## config.mk

```make
export PLATFORM = sky130hd
export DESIGN_NAME = binning_ctrl
export DESIGN_NICKNAME = d
export VERILOG_FILES = /design/src/rtl/binning_ctrl.sv
export SDC_FILE = /design/constraint.sdc
export NUM_CORES = 1
export LEC_CHECK = 0
export CAP_MARGIN = 40
export CELL_PAD_IN_SITES_DETAIL_PLACEMENT = 1
export CELL_PAD_IN_SITES_GLOBAL_PLACEMENT = 2
export CORE_MARGIN = 4
export CORE_UTILIZATION = 30
export CTS_CLUSTER_SIZE = 10
export DETAILED_ROUTE_END_ITERATION = 7
export GPL_ROUTABILITY_DRIVEN = 0
export PLACE_DENSITY_LB_ADDON = 0.1
export SYNTH_ARGS = -nofsm -noshare
export SYNTH_HDL_FRONTEND = slang
export SYNTH_SLANG_ARGS = --single-unit
```

## constraint.sdc

```tcl
create_clock -name clk -period 2.3 [get_ports clk]
set_input_delay 0.46 -clock clk [delete_from_list [all_inputs] [get_ports clk]]
set_output_delay 0.46 -clock clk [all_outputs]
set_load 0.01 [all_outputs]
```

## src/rtl/binning_ctrl.sv

```systemverilog
// Frame-synchronous mode controller for the cascaded 2x2 binning stages.
// Mode changes land only between frames after a drain guard; input geometry is measured per frame.
module binning_ctrl #(
  parameter int LINE_SIZE_MAX = 4096,
  parameter int FRAME_H_MAX   = 4096,
  parameter int GUARD_CYCLES  = 1024,
  localparam int CW           = $clog2(LINE_SIZE_MAX + 1)
) (
  input  logic          clk,
  input  logic          rst,
  input  logic [1:0]    mode_req,
  input  logic          mode_req_vld,
  input  logic          de_i,
  input  logic          hs_i,
  input  logic          vs_i,
  input  logic          err_clr,
  output logic          bypass0_o,
  output logic          bypass1_o,
  output logic [1:0]    sel_o,
  output logic [1:0]    mode_o,
  output logic          pending_o,
  output logic [CW-1:0] frame_w_o,
  output logic [CW-1:0] frame_h_o,
  output logic [CW-1:0] out_w_o,
  output logic [CW-1:0] out_h_o,
  output logic [2:0]    err_o
);

  localparam int GW = $clog2(GUARD_CYCLES + 1);
  localparam logic [CW-1:0] PIX_MAX    = CW'(LINE_SIZE_MAX);
  localparam logic [CW-1:0] LINE_MAX   = CW'(FRAME_H_MAX);
  localparam logic [GW-1:0] GUARD_LAST = GW'(GUARD_CYCLES - 1);

  typedef enum logic [1:0] {S_SYNC, S_IDLE, S_FRAME, S_DRAIN} state_t;

  state_t        state_q, state_d;
  logic [1:0]    mode_q, mode_d;
  logic [1:0]    pend_mode_q, pend_mode_d;
  logic          pending_q, pending_d;
  logic          byp0_q, byp0_d;
  logic          byp1_q, byp1_d;
  logic [CW-1:0] pix_q, pix_d;
  logic [CW-1:0] line_q, line_d;
  logic [CW-1:0] ref_w_q, ref_w_d;
  logic          ref_vld_q, ref_vld_d;
  logic [GW-1:0] guard_q, guard_d;
  logic [CW-1:0] frame_w_q, frame_w_d;
  logic [CW-1:0] frame_h_q, frame_h_d;
  logic [CW-1:0] out_w_q, out_w_d;
  logic [CW-1:0] out_h_q, out_h_d;
  logic [2:0]    err_q, err_d;
  logic          hs_prev_q;
  logic          req_ok;
  logic          line_close;

  always_comb begin
    state_d     = state_q;
    mode_d      = mode_q;
    pend_mode_d = pend_mode_q;
    pending_d   = pending_q;
    pix_d       = pix_q;
    line_d      = line_q;
    ref_w_d     = ref_w_q;
    ref_vld_d   = ref_vld_q;
    guard_d     = guard_q;
    frame_w_d   = frame_w_q;
    frame_h_d   = frame_h_q;
    out_w_d     = out_w_q;
    out_h_d     = out_h_q;
    err_d       = err_clr ? 3'b000 : err_q;
    line_close  = 1'b0;
    req_ok      = mode_req_vld && (mode_req != 2'd3);

    if (mode_req_vld && (mode_req == 2'd3)) err_d[2] = 1'b1;
    if (req_ok) begin
      pend_mode_d = mode_req;
      pending_d   = 1'b1;
    end

    case (state_q)
      S_SYNC: if (!vs_i) state_d = S_IDLE;
      S_IDLE: begin
        // A strobe this cycle is already folded into pend_mode_d, so it is applied too.
        if (pending_d) begin
          mode_d    = pend_mode_d;
          pending_d = 1'b0;
        end
        if (vs_i) begin
          state_d   = S_FRAME;
          pix_d     = '0;
          line_d    = '0;
          ref_w_d   = '0;
          ref_vld_d = 1'b0;
        end
      end
      S_FRAME: begin
        if (!vs_i) begin
          line_close = !hs_i && (pix_q != '0);
          state_d    = S_DRAIN;
          guard_d    = '0;
        end else if (hs_i && !hs_prev_q) begin
          line_close = (pix_q != '0);
        end else if (de_i && !hs_i && (pix_q != PIX_MAX)) begin
          pix_d = pix_q + CW'(1);
        end
        if (line_close) begin
          pix_d = '0;
          if (line_q != LINE_MAX) line_d = line_q + CW'(1);
          if (!ref_vld_q) begin
            ref_w_d   = pix_q;
            ref_vld_d = 1'b1;
          end else if (pix_q != ref_w_q) begin
            err_d[0] = 1'b1;
          end
        end
        // Report uses the _d values so a line closed by the vs fall is included.
        if (!vs_i) begin
          frame_w_d = ref_w_d;
          frame_h_d = line_d;
          out_w_d   = ref_w_d >> mode_q;
          out_h_d   = line_d >> mode_q;
        end
      end
      S_DRAIN: begin
        if (vs_i) begin
          state_d   = S_FRAME;
          err_d[1]  = 1'b1;
          pix_d     = '0;
          line_d    = '0;
          ref_w_d   = '0;
          ref_vld_d = 1'b0;
        end else if (guard_q == GUARD_LAST) begin
          state_d = S_IDLE;
          if (pending_d) begin
            mode_d    = pend_mode_d;
            pending_d = 1'b0;
          end
        end else begin
          guard_d = guard_q + GW'(1);
        end
      end
      default: state_d = S_SYNC;
    endcase

    byp0_d = (mode_d == 2'd0);
    byp1_d = (mode_d != 2'd2);
  end

  always_ff @(posedge clk) begin
    if (rst) begin
      state_q     <= S_SYNC;
      mode_q      <= 2'd0;
      pend_mode_q <= 2'd0;
      pending_q   <= 1'b0;
      byp0_q      <= 1'b1;
      byp1_q      <= 1'b1;
      pix_q       <= '0;
      line_q      <= '0;
      ref_w_q     <= '0;
      ref_vld_q   <= 1'b0;
      guard_q     <= '0;
      frame_w_q   <= '0;
      frame_h_q   <= '0;
      out_w_q     <= '0;
      out_h_q     <= '0;
      err_q       <= 3'b000;
      hs_prev_q   <= 1'b0;
    end else begin
      state_q     <= state_d;
      mode_q      <= mode_d;
      pend_mode_q <= pend_mode_d;
      pending_q   <= pending_d;
      byp0_q      <= byp0_d;
      byp1_q      <= byp1_d;
      pix_q       <= pix_d;
      line_q      <= line_d;
      ref_w_q     <= ref_w_d;
      ref_vld_q   <= ref_vld_d;
      guard_q     <= guard_d;
      frame_w_q   <= frame_w_d;
      frame_h_q   <= frame_h_d;
      out_w_q     <= out_w_d;
      out_h_q     <= out_h_d;
      err_q       <= err_d;
      hs_prev_q   <= hs_i;
    end
  end

  assign bypass0_o = byp0_q;
  assign bypass1_o = byp1_q;
  assign sel_o     = mode_q;
  assign mode_o    = mode_q;
  assign pending_o = pending_q;
  assign frame_w_o = frame_w_q;
  assign frame_h_o = frame_h_q;
  assign out_w_o   = out_w_q;
  assign out_h_o   = out_h_q;
  assign err_o     = err_q;

endmodule

```

Word-level counts from Yosys, hierarchy flattened:

Cells that the tools add are included.

* add/sub/neg operators: 3
* equality and inequality tests: 21
* shift-type cells: 2
* mux-type cells: 47
* bitwise operators: 1
* reductions and logical operators: 21

Operator list (count)
* $mux 13: 11
* $pmux 13 s2: 3
* $mux 11: 3
* $add 13x1->13 const B: 2
* $ne 13x13->1 const B: 2
* $shr 13x2->13: 2
* $pmux 11 s2: 1
* $mux 2: 9
* $ne 2x2->1 const B: 8
* $mux 1: 15
* $ne 13x13->1: 1
* $reduce_bool 13->1: 1
* $ne 3x3->1 const B: 4
* $add 11x1->11 const B: 1
* $eq 11x10->1 const B: 1
* $pmux 2 s4: 1
* $reduce_and 4->1: 2
* $eq 2x2->1 const B: 3
* $logic_and 1x1->1: 6
* $reduce_bool 2->1: 3
* $reduce_and 5->1: 1
* $logic_not 2->1: 2
* $pmux 1 s2: 2
* $pmux 2 s2: 1
* 8 further kinds: 10

* register bits after elaboration: 116
* input port bits: 9
* output and inout port bits: 62
* logic and storage cells: 113

Longest topological paths before layout:

* depth in word-level cells: 8
* gate-level depth with buffers: 12
* mapped depth without buffers: 8

Worst setup path before layout:

OpenSTA, ideal clock, no wires.

* path kind: register to register
* start: register pix_q[0]
* end: register out_h_q[2] (netlist: out_h_o[2])
* setup time: 66 ps
* arrival time: 2421 ps
* slack: -187 ps
* cell stages (with the launch flop): 11
* cell sequence: dfxtp_1 inv_1 ha_1 or4b_4 nor4bb_1 buf_4 buf_8 nor3_1 xnor2_1 mux4_2 a21oi_2

* longest elaborated chain between the ends: 7
* elaborated cells on any way between the ends: 8
* those cells by class: 1 x shift; 5 x mux; 2 x reduce/logical

RTL lines
* start, declared: line 42 `logic [CW-1:0] pix_q, pix_d;`
* start signal, assigned: line 175 `pix_q <= pix_d;`
* $reduce_bool 13->1 *: line 98, 102
* $mux 1 or $logic_and 1x1->1 (tied branches): line 101, 98
* $mux 1 *: line 97 `if (!vs_i) begin`
* $mux 1 *: line 80 `case (state_q)`
* $mux 13 *: line 106 `if (line_close) begin`
* $mux 13 *: line 80
* $shr 13x2->13 *: line 121 `out_h_d = line_d >> mode_q;`
* end signal, assigned: line 183 `out_h_q <= out_h_d;`
* end, declared: line 50 `logic [CW-1:0] out_h_q, out_h_d;`

Every way passes the cells marked *; elsewhere a longest branch is shown, timed or not. The select of a mux whose other input is x is not followed.
A chain may end at the register's enable or synchronous reset.

Worst setup path after layout:

* start: register pix_q[1]
* end: register out_h_q[2] (netlist: out_h_o[2])

The elaborated chain is that of the path after synthesis.

==> results.txt <==
Detailed placement ended at an HPWL of 15600 um. The first detailed-routing pass took 4 iterations. Yosys mapped a number of flops with a built-in enable equal to 0. Measured along the y axis, the die boundary spans 147 um.

End point of the most critical hold path: guard_q[10]. After synthesis, the share of flip-flops with an asynchronous set or reset is 0%. The placed standard-cell area came out at 7540 um^2.

Input and output buffers added on the ports amount to 70. The worst-case IR drop observed on VDD is 0.498 mV. The library cell used most frequently in the layout, excluding fill and tap cells, is sky130_fd_sc_hd__dfxtp_1. For this run, the top clock speed supported by timing is 378 MHz. The category of the critical setup timing path is reg -> reg.

Static leakage: 3.47 nW. Post-route cell area: 9100 um^2. The number of max-cap violations is 0, and the DRC violation count after routing is 0. After detailed routing, the average wire length per cell comes to 20.0 um. Fill cells in the final layout number 2104. Counting the buffers created by CTS gives 17. Average footprint of a synthesized cell: 8.51 um^2. Measured along the x axis, the die boundary spans 147 um. The run gives 6106 as the number of global-route vias before repair. For this block, the initial DRC count from the detailed router was 263.

Along the worst hold path, the cell count comes to 2. Area occupied by multi-input gates: 3990 um^2. The clock net in this run drives a total of 116 sinks.

After detailed routing, the number of vias per cell comes to 5.20. The longest clock path from root to sink contains 2 buffers. For the initial standard-cell utilization of the core, the log shows 30.8%. In this run the critical register-to-register path is launched from pix_q[1]. The maximum number of pins on one net before global-route repair was 27; the total area of sequential cells was 2330 um^2.

Startpoint class of the critical path: a flip-flop. Counting flops and latches in the post-synthesis netlist gives 116. The tools report the number of diodes added for antenna fixing as 0. The initial antenna violation count was 0.

The worst hold path belongs to the class reg -> reg. In the layout the commonest cells are sky130_fd_sc_hd__dfxtp_1, sky130_fd_sc_hd__buf_4, sky130_fd_sc_hd__clkdlybuf4s50_1. The detailed-route via count came out at 5804. Setup repair after global routing could not meet its margin everywhere. CTS placed an instance of sky130_fd_sc_hd__clkbuf_16 at the clock tree root.

The number of failing hold endpoints at the final stage is 0. The terminus of the critical flop-to-flop path is out_h_o[2]. The run gives 21700 um^2 as the die outline area. TritonCTS built the clock tree. The net count of the mapped netlist is 698. Hold is met by 0.437 ns. The count of standard-cell rows was 50. For the number of pins with negative max-slew slack in the final report, the log shows 0. The slew at the pin closest to its max-slew limit is 0.668 ns. The flow ran to the end, but the final reports show violations.

The worst hold path begins at guard_q[10]. The core area is 18900 um^2, and the cell depth of the worst flop-to-flop path is 11. The power per standard cell area was 574 nW/um^2; the final wirelength was 22300 um. At the worst endpoint, the required time is 2.66 ns.

The area growth from synthesis to layout came out at 56.4%. The clock latency of the later-clocked register in the worst-skew pair is 0.42 ns, and the share of post-route cells with drive strength above 1 is 36.6%. For the maximum clock skew at final layout, the log shows 0.00765 ns.

The global-route wire length before repair came out at 35000 um. The synthesized netlist occupies a cell area of 5820 um^2. At the worst endpoint, the arrival time is 3.00 ns. The number of different library cells used by synthesis comes to 68. The run gives 0 as the count of warnings emitted by yosys. The clock transition at the registers of the reported paths works out to 0.06 ns. The worst path uses 115% of the clock period. The run gives 858 as the net count of the finished layout.

In the synthesized netlist the dominant register cell turns out to be sky130_fd_sc_hd__dfxtp_1. Critical-path maximum fanout: 6. The run gives 55.4% as the worst relative slew slack. The total track usage was 20.4%; the final critical delay including setup and external delays was 2.65 ns.

The depth of the CTS H-tree was 4; the fraction of the yosys area taken by sequential cells was 39.9%. The logs give 0 for the antenna violation net count after detailed routing and -0.35 ns for the register-to-register setup slack. The final reports fail on negative setup slack. Excluding fillers, the count of instances in the completed layout stands at 1116. For this run the aggregate overflow at the end of global routing stands at 0. 71 I/O pins were placed.

The utilization of the core after routing came out at 48.2%. The run gives 1062 as the cell count after placement. The critical path starts at pix_q[1]. The cell count after synthesis came out at 684. For the final critical-path setup slack, the log shows -0.346 ns.

STA classifies the critical path endpoint as a flip-flop. The setup-violating endpoint count in the final report is 78.
==> synthesized netlist by cell type, types with 5 or more instances <==
cell                       number  area, um^2
sky130_fd_sc_hd__dfxtp_1      116        2320
sky130_fd_sc_hd__nand2_1       76         285
sky130_fd_sc_hd__nor2_1        76         285
sky130_fd_sc_hd__o21ai_0       57         285
sky130_fd_sc_hd__a21oi_1       47         235
sky130_fd_sc_hd__clkbuf_1      35         131
sky130_fd_sc_hd__xnor2_1       29         254
sky130_fd_sc_hd__nand3_1       26         130
sky130_fd_sc_hd__mux2i_1       19         190
sky130_fd_sc_hd__mux4_2        13         293
sky130_fd_sc_hd__nor3_1        13        65.1
sky130_fd_sc_hd__buf_2         11        55.1
sky130_fd_sc_hd__inv_1         10        37.5
sky130_fd_sc_hd__nand4_1       10        62.6
sky130_fd_sc_hd__o22ai_1       10        62.6
sky130_fd_sc_hd__xor2_1        10        87.6
sky130_fd_sc_hd__a211oi_1       8        60.1
sky130_fd_sc_hd__nor2b_1        8        50.1
sky130_fd_sc_hd__or3_1          8        50.1
sky130_fd_sc_hd__nor4_1         7        43.8
sky130_fd_sc_hd__and3_1         5        31.3
sky130_fd_sc_hd__ha_1           5        62.6
sky130_fd_sc_hd__nand2b_1       5        31.3
==> timing repair <==
| action | CTS | global route |
|---|---|---|
| setup buffers | 19 | 12 |
| cloned | 2 | 1 |
| setup endpoints to repair | 89 | 90 |
| hold buffers | 0 | 0 |
| pin swaps | 46 | 49 |
| gates resized for setup | 122 | 75 |
==> critical path, cell delays in order, from the launching register on <==
cell                       delay, ns
sky130_fd_sc_hd__dfxtp_2        0.33
sky130_fd_sc_hd__inv_2          0.07
sky130_fd_sc_hd__ha_4           0.12
sky130_fd_sc_hd__or4b_4         0.48
sky130_fd_sc_hd__nor4bb_4       0.33
sky130_fd_sc_hd__buf_6          0.19
sky130_fd_sc_hd__buf_12         0.12
sky130_fd_sc_hd__buf_8          0.10
sky130_fd_sc_hd__nor3_4         0.04
sky130_fd_sc_hd__xnor2_2        0.16
sky130_fd_sc_hd__mux4_2         0.50
sky130_fd_sc_hd__a21oi_2        0.14
==> how the worst max path moves through the flow <==
| stage | end | slack [ns] | depth (start not counted) |
|---|---|---|---|
| final | out_h_o[2] | -0.35 | 11 |
| after global routing | out_w_o[12] | -0.45 | 11 |
| after CTS | out_h_o[2] | -0.32 | 11 |
| after detailed placement | out_h_o[2] | -0.58 | 8 |
| after global placement | out_h_o[2] | -0.49 | 8 |
| after floorplan | out_w_o[7] | -0.14 | 11 |
==> power breakdown <==
part,internal [W],leakage (nW),switching (W)
registers,0.00204,0.939,0.0000298
logic,0.000265,2.26,0.000308
clock network,0.00160,0.279,0.000979
total,0.00391,3.47,0.00132
==> state kept, by name (all words and copies together) (netlist names) <==
register,count
frame_w_o,13
line_q,13
pix_q,13
mode_o,2
frame_h_o,13
out_h_o,13
pend_mode_q,2
ref_w_q,13
bypass1_o,1
guard_q,11
err_o,3
bypass0_o,1
hs_prev_q,1
ref_vld_q,1
state_q,2
pending_o,1
out_w_o,13
==> metrics by stage <==
step	TNS (ns)	worst slack [ns]	power, W
floorplan	-1.77	-0.139	0.00235
global placement	-21.67	-0.489	0.00257
detailed placement	-27.92	-0.582	0.00258
CTS	-13.30	-0.315	0.00524
global route	-21.50	-0.453	0.00541
finish	-13.92	-0.346	0.00523
==> layout make-up <==
| type | instances | share of cell area, % |
|---|---|---|
| clock buffers | 20 | 4.91 |
| clock inverters | 11 | 1.22 |
| inverters | 11 | 0.481 |
| multi-input cells | 500 | 43.8 |
| flip-flops and latches | 116 | 25.6 |
| well taps | 260 | 3.57 |
| repair buffers | 198 | 20.4 |
==> cell families after synthesis <==
| family | share of synthesized area [%] |
|---|---|
| compound gates | 16.5 |
| buf+inv | 5.52 |
| flops | 39.9 |
| xor+xnor | 5.87 |
| fa+ha+maj | 1.07 |
| simple gates | 21.5 |
| mux | 9.59 |
==> routing by layer <==
layer,up-vias,GRT usage (%),wire (um)
met5,-,0,0
met4,0,6.15,371
met3,23,3.79,892
met2,119,31.4,10200
met1,2908,29.2,10900
li1,2754,-,-
(Power assumes the default switching activity.)
